==> src/rtl/rom_arbiter_ahb_pkg.sv <==
// Shared configuration types for the boot/config ROM arbiter.
// cvw_t carries the core address and data widths.
package rom_arbiter_ahb_pkg;

  typedef struct packed {
    int unsigned PA_BITS;
    int unsigned XLEN;
  } cvw_t;

  localparam cvw_t CvwDefault = '{PA_BITS: 32, XLEN: 64};

endpackage

==> src/rtl/rom_arbiter_ahb_rr_arb2.sv <==
// Two-requester round-robin arbiter. A valid priority request always wins.
// last_q remembers the most recent winner so that a tie goes to the other port.
module rr_arb2 (
  input  logic       clk_i,
  input  logic       rst_ni,
  input  logic [1:0] req_i,
  input  logic       prio_valid_i,
  input  logic       prio_id_i,
  output logic [1:0] grant_o
);

  logic last_q, last_d;

  always_comb begin
    grant_o = 2'b00;
    if (prio_valid_i) begin
      grant_o = prio_id_i ? 2'b10 : 2'b01;
    end else if (&req_i) begin
      grant_o = last_q ? 2'b01 : 2'b10;
    end else begin
      grant_o = req_i;
    end
  end

  always_comb begin
    last_d = last_q;
    if (|grant_o) last_d = grant_o[1];
  end

  // Reset to 1 so that port 0 wins the first tie.
  always_ff @(posedge clk_i or negedge rst_ni) begin
    if (!rst_ni) begin
      last_q <= 1'b1;
    end else begin
      last_q <= last_d;
    end
  end

endmodule

==> src/rtl/rom_arbiter_ahb.sv <==
// Shares one single-ported, 1-cycle-latency ROM between two AHB-Lite read ports.
// Uncontested reads are zero-wait; a collision costs the loser exactly one wait state.
module rom_arbiter_ahb
  import rom_arbiter_ahb_pkg::*;
#(
  parameter cvw_t        P     = CvwDefault,
  parameter int unsigned RANGE = 65535
) (
  input  logic                 HCLK,
  input  logic                 HRESETn,
  input  logic                 HSEL0,
  input  logic [P.PA_BITS-1:0] HADDR0,
  input  logic [1:0]           HTRANS0,
  input  logic                 HWRITE0,
  input  logic                 HREADY0,
  output logic                 HREADYOUT0,
  output logic                 HRESP0,
  output logic [P.XLEN-1:0]    HRDATA0,
  input  logic                 HSEL1,
  input  logic [P.PA_BITS-1:0] HADDR1,
  input  logic [1:0]           HTRANS1,
  input  logic                 HWRITE1,
  input  logic                 HREADY1,
  output logic                 HREADYOUT1,
  output logic                 HRESP1,
  output logic [P.XLEN-1:0]    HRDATA1,
  output logic                 RomCE,
  output logic [$clog2(RANGE/8)-1:0] RomAddr,
  input  logic [P.XLEN-1:0]    RomDout
);

  localparam int unsigned ADDR_WIDTH = $clog2(RANGE / 8);
  localparam int unsigned OFFSET     = $clog2(P.XLEN / 8);

  logic [1:0]            req;
  logic [1:0]            grant;
  logic [ADDR_WIDTH-1:0] word_addr0, word_addr1;

  logic                  pend_q, pend_d;
  logic                  pend_port_q, pend_port_d;
  logic [ADDR_WIDTH-1:0] pend_addr_q, pend_addr_d;
  logic [1:0]            data_phase_q, data_phase_d;

  // Writes and IDLE/BUSY transfers never reach the ROM.
  assign req[0] = HSEL0 & HREADY0 & HTRANS0[1] & ~HWRITE0;
  assign req[1] = HSEL1 & HREADY1 & HTRANS1[1] & ~HWRITE1;

  assign word_addr0 = HADDR0[ADDR_WIDTH+OFFSET-1:OFFSET];
  assign word_addr1 = HADDR1[ADDR_WIDTH+OFFSET-1:OFFSET];

  rr_arb2 u_arb (
    .clk_i        (HCLK),
    .rst_ni       (HRESETn),
    .req_i        (req),
    .prio_valid_i (pend_q),
    .prio_id_i    (pend_port_q),
    .grant_o      (grant)
  );

  always_comb begin
    pend_d       = pend_q;
    pend_port_d  = pend_port_q;
    pend_addr_d  = pend_addr_q;
    data_phase_d = grant;
    if (pend_q && grant[pend_port_q]) pend_d = 1'b0;
    // A losing new request parks its address; the pending port is stalled so
    // at most one of these can fire in a cycle.
    if (req[0] && !grant[0]) begin
      pend_d      = 1'b1;
      pend_port_d = 1'b0;
      pend_addr_d = word_addr0;
    end
    if (req[1] && !grant[1]) begin
      pend_d      = 1'b1;
      pend_port_d = 1'b1;
      pend_addr_d = word_addr1;
    end
  end

  always_ff @(posedge HCLK or negedge HRESETn) begin
    if (!HRESETn) begin
      pend_q       <= 1'b0;
      pend_port_q  <= 1'b0;
      pend_addr_q  <= '0;
      data_phase_q <= 2'b00;
    end else begin
      pend_q       <= pend_d;
      pend_port_q  <= pend_port_d;
      pend_addr_q  <= pend_addr_d;
      data_phase_q <= data_phase_d;
    end
  end

  always_comb begin
    if (pend_q) begin
      RomAddr = pend_addr_q;
    end else if (grant[1]) begin
      RomAddr = word_addr1;
    end else begin
      RomAddr = word_addr0;
    end
  end

  // Grant is combinational from the bus, so gate it to keep the ROM quiet in reset.
  assign RomCE = HRESETn & (|grant);

  assign HREADYOUT0 = ~(pend_q & ~pend_port_q);
  assign HREADYOUT1 = ~(pend_q & pend_port_q);
  assign HRESP0     = 1'b0;
  assign HRESP1     = 1'b0;
  assign HRDATA0    = RomDout;
  assign HRDATA1    = RomDout;

  logic unused_bits;
  assign unused_bits = ^{HTRANS0[0], HTRANS1[0], HADDR0, HADDR1};

  a_single_pending: assert property (@(posedge HCLK) disable iff (!HRESETn)
    !(pend_q && req[pend_port_q]));

  a_data_phase_ready: assert property (@(posedge HCLK) disable iff (!HRESETn)
    !(|(data_phase_q & {pend_q & pend_port_q, pend_q & ~pend_port_q})));

endmodule

==> config.mk <==
export PLATFORM = sky130hd
export DESIGN_NAME = rom_arbiter_ahb
export DESIGN_NICKNAME = d
export VERILOG_FILES = /design/src/rtl/rom_arbiter_ahb_pkg.sv /design/src/rtl/rom_arbiter_ahb_rr_arb2.sv /design/src/rtl/rom_arbiter_ahb.sv
export SDC_FILE = /design/constraint.sdc
export NUM_CORES = 1
export LEC_CHECK = 0
export ABC_AREA = 1
export CAP_MARGIN = 20
export CORE_AREA = 3 3 109 111
export CTS_BUF_LIST = sky130_fd_sc_hd__clkbuf_8
export CTS_CLUSTER_SIZE = 25
export DETAILED_ROUTE_END_ITERATION = 12
export DIE_AREA = 0 0 112 114
export DONT_BUFFER_PORTS = 1
export GPL_TIMING_DRIVEN = 1
export PLACE_DENSITY = 0.37
export SYNTH_ARGS = -nofsm -noshare
export SYNTH_HDL_FRONTEND = slang
export SYNTH_SLANG_ARGS = --single-unit
==> constraint.sdc <==
create_clock -name HCLK -period 1.1 [get_ports HCLK]
set_input_delay 0.055 -clock HCLK [delete_from_list [all_inputs] [get_ports HCLK]]
set_output_delay 0.055 -clock HCLK [all_outputs]
set_load 0.005 [all_outputs]
==> impl_metrics.json <==
{
  "status": "finished, violations left",
  "violations": "negative setup slack",
  "met2_length_um": 2520,
  "rows": 38,
  "antenna_left": 0,
  "min_period_over_period": 1.32,
  "ys_ff_latch": 16,
  "final_nets": 362,
  "wl_met3_um": 432,
  "worstMarginPinSlew_ps": 838,
  "criticalPathCategory": "reg2out",
  "io_buffers": 0,
  "overflow": 0,
  "vias": 1345,
  "wl_um": 5280,
  "end_kind": "output pin",
  "cp.required_ps": 1040,
  "grt_pass1_wl_um": 8220,
  "arrival_ps": 1400,
  "fin_util": 0.189,
  "p_per_area_nw_per_um2": 960,
  "finalPower_w": 0.00198,
  "crit_fanout": 6,
  "relSlewSlack": 0.440,
  "intPower_w": 0.00135,
  "drt_iter0_drc": 87,
  "syn-cell-area_um2": 2110,
  "synth.distinct_cells": 23,
  "die_h_um": 114,
  "drt_pass1_iterations": 4,
  "dp_cells": 331,
  "ys_warn_count": 0,
  "design.core.area_um2": 10900,
  "grt_pass1_vias": 1498,
  "highest_layer": "met4",
  "syn_inst": 299,
  "cts_sinks": 16,
  "synth_ff_type": "dfrtp_1",
  "cts_tree": "built",
  "clk_pin_slew_ps": 70,
  "ys_async_sr_fraction": 1.00,
  "routedWlPerCell_um": 14.6,
  "clockBufferDepth": 2,
  "drive_above_1_share": 0.439,
  "ys_seq_area_frac": 0.190,
  "die-area_um2": 12800,
  "cts_root_buffer": "clkbuf_8",
  "stdcell_count": 361,
  "start_util": 0.194,
  "skew_ps": 3.00,
  "cts_buffers": 3,
  "leakagePower_nw": 0.876,
  "synth_area_per_cell_um2": 7.07,
  "grt_usage": 0.0823,
  "slew_violations": 0,
  "antenna_found_initial": 0,
  "finalSetupViolations": 32,
  "h-tree-depth": 1,
  "startpoint_type": "flip-flop",
  "cap_violations": 0,
  "swShare": 0.316,
  "hold_viol": 0,
  "min_path_type": "in2reg",
  "hpwl_um": 4070,
  "seqPwrFrac": 0.411,
  "grt_max_degree": 17,
  "p_switching_w": 0.000625,
  "synth_edf_count": 0,
  "area_growth_pct": -2.49,
  "clockPowerShare": 0.276,
  "viasPerCell": 3.73,
  "layout_min_cycle_time_ps": 1460,
  "wl_met1_um": 2160,
  "top_level_ports": 286,
  "dieWidth_um": 112,
  "clock.fmax_ghz": 0.686,
  "drc": 0,
  "diodes": 0,
  "clock_latency_ps": 250,
  "place.gp.congestion": 0.715,
  "worst_slack_ps": -357,
  "ir_worst_vdd_mv": 0.261,
  "power.share.combinational": 0.313,
  "grt_setup_unrepaired": "yes"
}
routing by layer:
| metal | track usage | vias to the layer above |
|---|---|---|
| met2 | 0.130 | 51 |
| met3 | 0.0239 | 35 |
| met5 | 0 | - |
| met1 | 0.100 | 597 |
| met4 | 0.0465 | 0 |
| li1 | - | 662 |
state kept, by name (all words and copies together) (netlist names):
register      cells
pend_addr_q      13
pend_port_q       1
pend_q            1
u_arb.last_q      1
Yosys cell counts (2+ instances only):
cell type  number  area, µm²
o21ai_1         9       45.0
buf_4         132        991
nor2_1         19       71.3
nand3_1        19       95.1
o21ai_0        18       90.1
nor2_4          2       22.5
dfrtp_1        15        375
inv_2           2       7.51
nand2_1        47        176
nand3_2         2       20.0
nand4_1         7       43.8
clkbuf_1        2       7.51
inv_1          12       45.0
buf_2           2       10.0
nand2_2         3       18.8
stage by stage:
| stage | setup TNS [ps] | cell area (µm²) | hold slack [ps] | setup slack (ps) |
|---|---|---|---|---|
| final | -9250 | 2060 | 36.2 | -357 |
| after global routing | -11890 | 2060 | 63.2 | -436 |
| after CTS | -10530 | 1950 | 32.8 | -435 |
| after detailed placement | -5780 | 1570 | -240 | -237 |
| after global placement | -4490 | 1570 | -240 | -193 |
| after floorplan | -1600 | 2220 | -241 | -81.8 |
cells by family (layout without fill, tap and decap cells):
logic type,count (synthesis),after routing,share of synthesized area
flip-flops,16,16,0.190
AO/OA/AOI/OAI,29,29,0.0711
buffers and inverters,151,72,0.507
other,1,2,0.00177
AND/OR/NAND/NOR,102,102,0.230
power by group through the flow:
| stage | registers (W) | logic (W) | clock network [W] |
|---|---|---|---|
| global route | 0.000831 | 0.000693 | 0.000599 |
| global placement | 0.000806 | 0.000440 | 0 |
| detailed placement | 0.000812 | 0.000446 | 0 |
| CTS | 0.000806 | 0.000577 | 0.000574 |
| floorplan | 0.000789 | 0.000696 | 0 |
| finish | 0.000813 | 0.000620 | 0.000546 |
critical path: stages (launching register included):
cell and delay (ps):
dfrtp_2 440, nor3_4 160, nand2_4 110, nand2_8 110, buf_12 130, nor2_2 40, o21ai_2 140
worst paths after layout:
| path | from | end | slack (ps) | cells past startpoint |
|---|---|---|---|---|
| worst min register to register | pend_addr_q[4]$_DFFE_PN0P_ | pend_addr_q[4]$_DFFE_PN0P_ | 510 | 2 |
| worst max register to register | pend_q$_DFFE_PN0P_ | pend_addr_q[8]$_DFFE_PN0P_ | -310 | 8 |
| worst max-delay path | pend_q$_DFFE_PN0P_ | RomAddr[3] | -360 | 6 |
| max in group asynchronous | HRESETn | pend_q$_DFFE_PN0P_ | 180 | 1 |
| worst min-delay path | HADDR0[4] | pend_addr_q[1]$_DFFE_PN0P_ | 40 | 4 |
| min in group asynchronous | HRESETn | pend_addr_q[12]$_DFFE_PN0P_ | 350 | 1 |
cell usage in the layout (no fill, tap or decap):
master	n
dfstp_2	1
nor2_1	5
inv_8	1
dfrtp_1	14
nand4_1	7
nand2_2	2
buf_4	25
o21ai_2	18
dlygate4sd3_1	20
inv_4	1
nand3_2	9
inv_2	1
nand3_1	10
clkbuf_8	4
o21a_1	1
nor2_2	12
buf_6	8
o21bai_1	1
o21ai_1	9
buf_12	1
nand3_4	2
nor3_4	2
nand2_8	2
conb_1	2
dfrtp_2	1
nor2_4	4
nand2_4	3
nand2_1	44
inv_1	11
repair_timing:
| action | in CTS | in global routing |
|---|---|---|
| hold buffers | 20 | 0 |
| hold endpoints to repair | 26 | 0 |
| setup buffers | 4 | 2 |
| setup endpoints to repair | 32 | 32 |
| resized for setup | 27 | 39 |
| pin swaps | 12 | 15 |
final cells by class:
class                      count  area [µm²]
fill                        1205        8830
multi-input combinational    133         867
timing repair buffer          54         498
sequential                    16         403
tap                          140         175
inverter                      14        62.6
clock buffer                   4        55.1
Note: power is estimated with default switching activity, not from simulation.
